### config.mk
export PLATFORM = sky130hd
export DESIGN_NAME = mem_port_arbiter
export DESIGN_NICKNAME = d
export VERILOG_FILES = /design/src/rtl/mem_port_arbiter.sv
export SDC_FILE = /design/constraint.sdc
export NUM_CORES = 1
export LEC_CHECK = 0
export BUFFER_PORTS_ARGS = -buffer_cell sky130_fd_sc_hd__buf_4
export CAP_MARGIN = 20
export CELL_PAD_IN_SITES_DETAIL_PLACEMENT = 0
export CELL_PAD_IN_SITES_GLOBAL_PLACEMENT = 2
export CORE_UTILIZATION = 11
export DETAILED_ROUTE_END_ITERATION = 7
export GPL_ROUTABILITY_DRIVEN = 0
export PLACE_DENSITY = 0.95
export SLEW_MARGIN = 0
export SYNTH_ARGS = -nofsm -noshare
export SYNTH_HDL_FRONTEND = slang
export SYNTH_SLANG_ARGS = --single-unit
### constraint.sdc
create_clock -name clk_i -period 3.2 [get_ports clk_i]
set_clock_uncertainty 0.05 [all_clocks]
set_input_delay 0.64 -clock clk_i [delete_from_list [all_inputs] [get_ports clk_i]]
set_output_delay 0.64 -clock clk_i [all_outputs]
set_load 0.02 [all_outputs]
### src/rtl/mem_port_arbiter.sv
//------------------------------------------------------------------------------
// Module   : mem_port_arbiter
// Purpose  : Shares one fixed-latency single-port memory between instruction
//            fetch and load/store, data-first with a fetch-starvation limiter.
// Revision : 1.0 - initial release
//------------------------------------------------------------------------------
`default_nettype none

module mem_port_arbiter #(
   parameter int AW          = 32,
   parameter int MEM_LAT     = 1,
   parameter int MAX_DSTREAK = 4
) (
   input  logic          clk_i,
   input  logic          rst_ni,
   input  logic          if_req_i,
   input  logic [AW-1:0] if_addr_i,
   output logic          if_gnt_o,
   output logic          if_rvalid_o,
   output logic [31:0]   if_rdata_o,
   input  logic          d_req_i,
   input  logic          d_we_i,
   input  logic [3:0]    d_be_i,
   input  logic [AW-1:0] d_addr_i,
   input  logic [31:0]   d_wdata_i,
   output logic          d_gnt_o,
   output logic          d_rvalid_o,
   output logic [31:0]   d_rdata_o,
   output logic          mem_en_o,
   output logic          mem_we_o,
   output logic [3:0]    mem_be_o,
   output logic [AW-1:0] mem_addr_o,
   output logic [31:0]   mem_wdata_o,
   input  logic [31:0]   mem_rdata_i
);

   localparam int CW = (MEM_LAT > 1) ? $clog2(MEM_LAT) : 1;
   localparam int SW = $clog2(MAX_DSTREAK + 1);
   localparam logic [CW-1:0] LAT_LOAD   = CW'(MEM_LAT - 1);
   localparam logic [SW-1:0] STREAK_MAX = SW'(MAX_DSTREAK);

   typedef enum logic [0:0] {
      IDLE = 1'b0,
      WAIT = 1'b1
   } state_e;

   state_e        state_q, state_d;
   logic [CW-1:0] lat_q, lat_d;
   logic [SW-1:0] dstreak_q, dstreak_d;
   logic          own_data_q, own_data_d;
   logic          we_q, we_d;

   logic w_done, w_slot, w_fetch_win, w_data_win, w_if_gnt, w_d_gnt, w_d_store;

   // The completion cycle doubles as the next issue slot, so no bubble appears.
   assign w_done      = (state_q == WAIT) && (lat_q == '0);
   assign w_slot      = (state_q == IDLE) || w_done;
   assign w_fetch_win = if_req_i && (!d_req_i || (dstreak_q == STREAK_MAX));
   assign w_data_win  = d_req_i && !w_fetch_win;
   assign w_if_gnt    = rst_ni && w_slot && w_fetch_win;
   assign w_d_gnt     = rst_ni && w_slot && w_data_win;
   assign w_d_store   = w_d_gnt && d_we_i;

   always_comb begin
      state_d    = state_q;
      lat_d      = lat_q;
      own_data_d = own_data_q;
      we_d       = we_q;
      dstreak_d  = dstreak_q;

      if (w_slot) begin
         if (if_req_i || d_req_i) begin
            state_d    = WAIT;
            lat_d      = LAT_LOAD;
            own_data_d = w_data_win;
            we_d       = w_data_win && d_we_i;
         end else begin
            state_d = IDLE;
         end
      end else begin
         lat_d = lat_q - CW'(1);
      end

      if (!if_req_i || (w_slot && w_fetch_win)) begin
         dstreak_d = '0;
      end else if (w_slot && w_data_win && (dstreak_q != STREAK_MAX)) begin
         dstreak_d = dstreak_q + SW'(1);
      end
   end

   always_ff @(posedge clk_i or negedge rst_ni) begin
      if (!rst_ni) begin
         state_q    <= IDLE;
         lat_q      <= '0;
         dstreak_q  <= '0;
         own_data_q <= 1'b0;
         we_q       <= 1'b0;
      end else begin
         state_q    <= state_d;
         lat_q      <= lat_d;
         dstreak_q  <= dstreak_d;
         own_data_q <= own_data_d;
         we_q       <= we_d;
      end
   end

   assign if_gnt_o    = w_if_gnt;
   assign d_gnt_o     = w_d_gnt;
   assign mem_en_o    = w_if_gnt || w_d_gnt;
   assign mem_we_o    = w_d_store;
   assign mem_be_o    = w_d_store ? d_be_i : ((w_if_gnt || w_d_gnt) ? 4'hF : 4'h0);
   assign mem_addr_o  = w_d_gnt ? d_addr_i : (w_if_gnt ? if_addr_i : '0);
   assign mem_wdata_o = w_d_store ? d_wdata_i : 32'h0;

   // Reset gating keeps an abandoned access from surfacing while rst_ni is low.
   assign if_rvalid_o = rst_ni && w_done && !own_data_q;
   assign d_rvalid_o  = rst_ni && w_done && own_data_q;
   assign if_rdata_o  = if_rvalid_o ? mem_rdata_i : 32'h0;
   assign d_rdata_o   = (d_rvalid_o && !we_q) ? mem_rdata_i : 32'h0;

endmodule

`default_nettype wire
==> metrics <==
busiest grt layer met2; Placed Instances 624; outcome finished clean; Antenna diodes 0; internal power 0.500 mW; met1 Track Usage GR 0.0994; fillcell total 1377; Syn Area/Cell 7.58 um2; top cell type's share of synthesized area 0.421; Slew Viols, Final 0; total vias in the final route 2381; sequential share of power 0.127; Initial Util 0.114; Reg2Reg Depth 5; Max Root-Sink Buffers 2; Hold Vio Cnt, Final 0; reg2reg end dstreak_q[0]; hold buffer count at cts 0; Root Driver clkbuf_16; Die W 117 um; Comb power frac 0.590; yosys warns 0; total power 0.752 mW; Worst VDD drop 0.000152 V; met2 Track Usage GR 0.192; setup_tns 0 ps; max capacitance violation total 0; FF-to-FF Start dstreak_q[0]; Final min period 2880 ps; PortBufs 274; Top FF cell, synth dfrtp_1; Tightest Pin Transition 657 ps; Tcrit/Tclk final 0.900; FF/Latch Area 175 um2; crit end category output pin; WL/cell 12.3 um; number of clock sinks 7; largest net degree at the start of global routing 34; number of buffers created by CTS 3; final setup fails 0; vias in the first global route 2132; Synth Instances 192; RSZ-0062 raised after global routing no; register area share after synthesis 0.120; worst-skew pair later-pin latency 230 ps; startpoint type of the worst setup path flop; dpl hpwl 6660 um; worst min path class input pin to async pin; met3 GRT Util 0.0201; Detail Route Antenna Nets 0; CP Data Required Time 2510 ps; Max Fclk 347 MHz; share of cells above drive strength 1 0.623; Reg2Reg Setup Slack 1770 ps; Crit path arrival time 2190 ps; first-pass GRT wire length 10300 um; Final #Nets 596; GRT overflow 0; Psw 0.252 mW; final non-filler cell total 628; Lkg Pwr 2.04 nW; drt drc 0; Yosys reg bits 7; P&R area growth vs syn 155%; Slew HR 0.562; crit-path max FO 33; clk slew on worst S/H paths 30 ps; Cell Rows 41; # IOs 275; Slowest cell on crit path inv_1; Power Dens Cells 202 nW/um2; via/cell ratio 3.79; initial drt markers 53; Sw Ratio 0.335; antenna violations before repair 0; Pre-Repair DR Iteration Count 4; worst path cell trace inv_1 > ha_1 > nand3_1 > nand4_1 > inv_1 > and2_1 > buf_4; total wire length 7750 um; post-synthesis cell area 1460 um2; PostCTS Resize Cnt 0; syn_nets 331; H-tree depth 1; biggest area consumer among synthesized cells and2_1; most frequent CP cell inv_1; GRT Overall Usage 0.0954; FFs w/ async S/R, synth 1.00; synth top area cells and2_1 42%, a22o_1 20%, dfrtp_1 12%; Post-synth EDFFs 0; Critical Path Max Stage Delay 550 ps; TritonCTS clock tree done; Distinct cells, synth 30; setup bufs post-CTS 0; Clock Power Share 0.282; die height 117 um; die area 13700 um2; Worst Setup Path Type flop to output pin; footprint of the multi-input gates 1150 um2; Core Footprint 12800 um2
-- cells in the mapped netlist, drive strengths merged (2+ instances only) --
cell type / instances
a21boi: 4
nor3: 2
a22o: 33
dfrtp: 7
nand3: 3
and2: 98
buf: 11
nand2: 5
o21a: 4
o21ai: 2
inv: 3
ha: 2
clkbuf: 7
-- layer usage --
metal  up-vias  wire, um
met4         0        62
met3         8       822
met1      1030      2810
met5         -         0
met2       159      4060
li1       1184         -
-- cell usage in the layout, fill, tap and decap left out, types with 2 or more instances in the layout --
cell type and count:
buf_4 278, and2_1 98, a22o_1 33, dfrtp_1 7, nand2_1 4, o21a_1 4, inv_1 3, nand3_1 3
a21boi_0 3, clkbuf_16 3, o21ai_0 2, ha_1 2
-- how the worst max path moves through the flow --
stage	cells after the start	start	endpoint	slack [ps]
after global placement	6	rst_ni	mem_wdata_o[23]	450
after floorplan	5	d_req_i	mem_addr_o[22]	840
after global routing	7	dstreak_q[0]	mem_wdata_o[23]	100
after detailed placement	6	rst_ni	mem_wdata_o[23]	380
final	7	dstreak_q[0]	mem_wdata_o[23]	320
after CTS	7	dstreak_q[0]	mem_wdata_o[23]	280
-- area by class of cell --
cell class                 count  area share
sequential                     7      0.0472
inverter                       3     0.00303
tap                          172      0.0579
timing repair buffer         278       0.562
multi-input combinational    164       0.309
clock buffer                   4      0.0212
-- registers in the layout, summed over array words and instances (netlist names) --
signal and count:
we_q 1, dstreak_q 3, own_data_q 1, lat_q 1, state_q 1
-- kinds of logic (layout without fill, tap and decap cells) --
kind of cell             after synthesis  in the layout  synth area share
adder cells (fa/ha/maj)                2              2            0.0172
flip-flops                             7              7             0.120
AND/OR/NAND/NOR                      117            117             0.509
AO/OA/AOI/OAI                         45             45             0.259
buffers and inverters                 21            285            0.0946
-- stage by stage --
| step | instance area (um2) | hold slack [ps] | util | setup WS [ps] |
|---|---|---|---|---|
| finish | 3710 | 183 | 0.291 | 321 |
| global route | 3710 | 186 | 0.291 | 101 |
| CTS | 3710 | 184 | 0.291 | 279 |
| detailed placement | 3640 | 427 | 0.285 | 379 |
| global placement | 3640 | 423 | 0.285 | 454 |
| floorplan | 1460 | 294 | - | 840 |
-- critical path: cells and delay by family (launching register included) --
kind	cells	cell delay (ps)
fa+ha+maj	1	230
buf+inv	3	770
simple gates	3	580
flops	1	370
-- power groups by stage --
stage	sequential (mW)	combinational (mW)	clock (mW)
floorplan	0.0959	0.196	0
detailed placement	0.0969	0.448	0
global route	0.0964	0.476	0.222
CTS	0.0958	0.449	0.218
finish	0.0958	0.444	0.212
global placement	0.0966	0.444	0
Note: power is estimated with default switching activity, not from simulation.
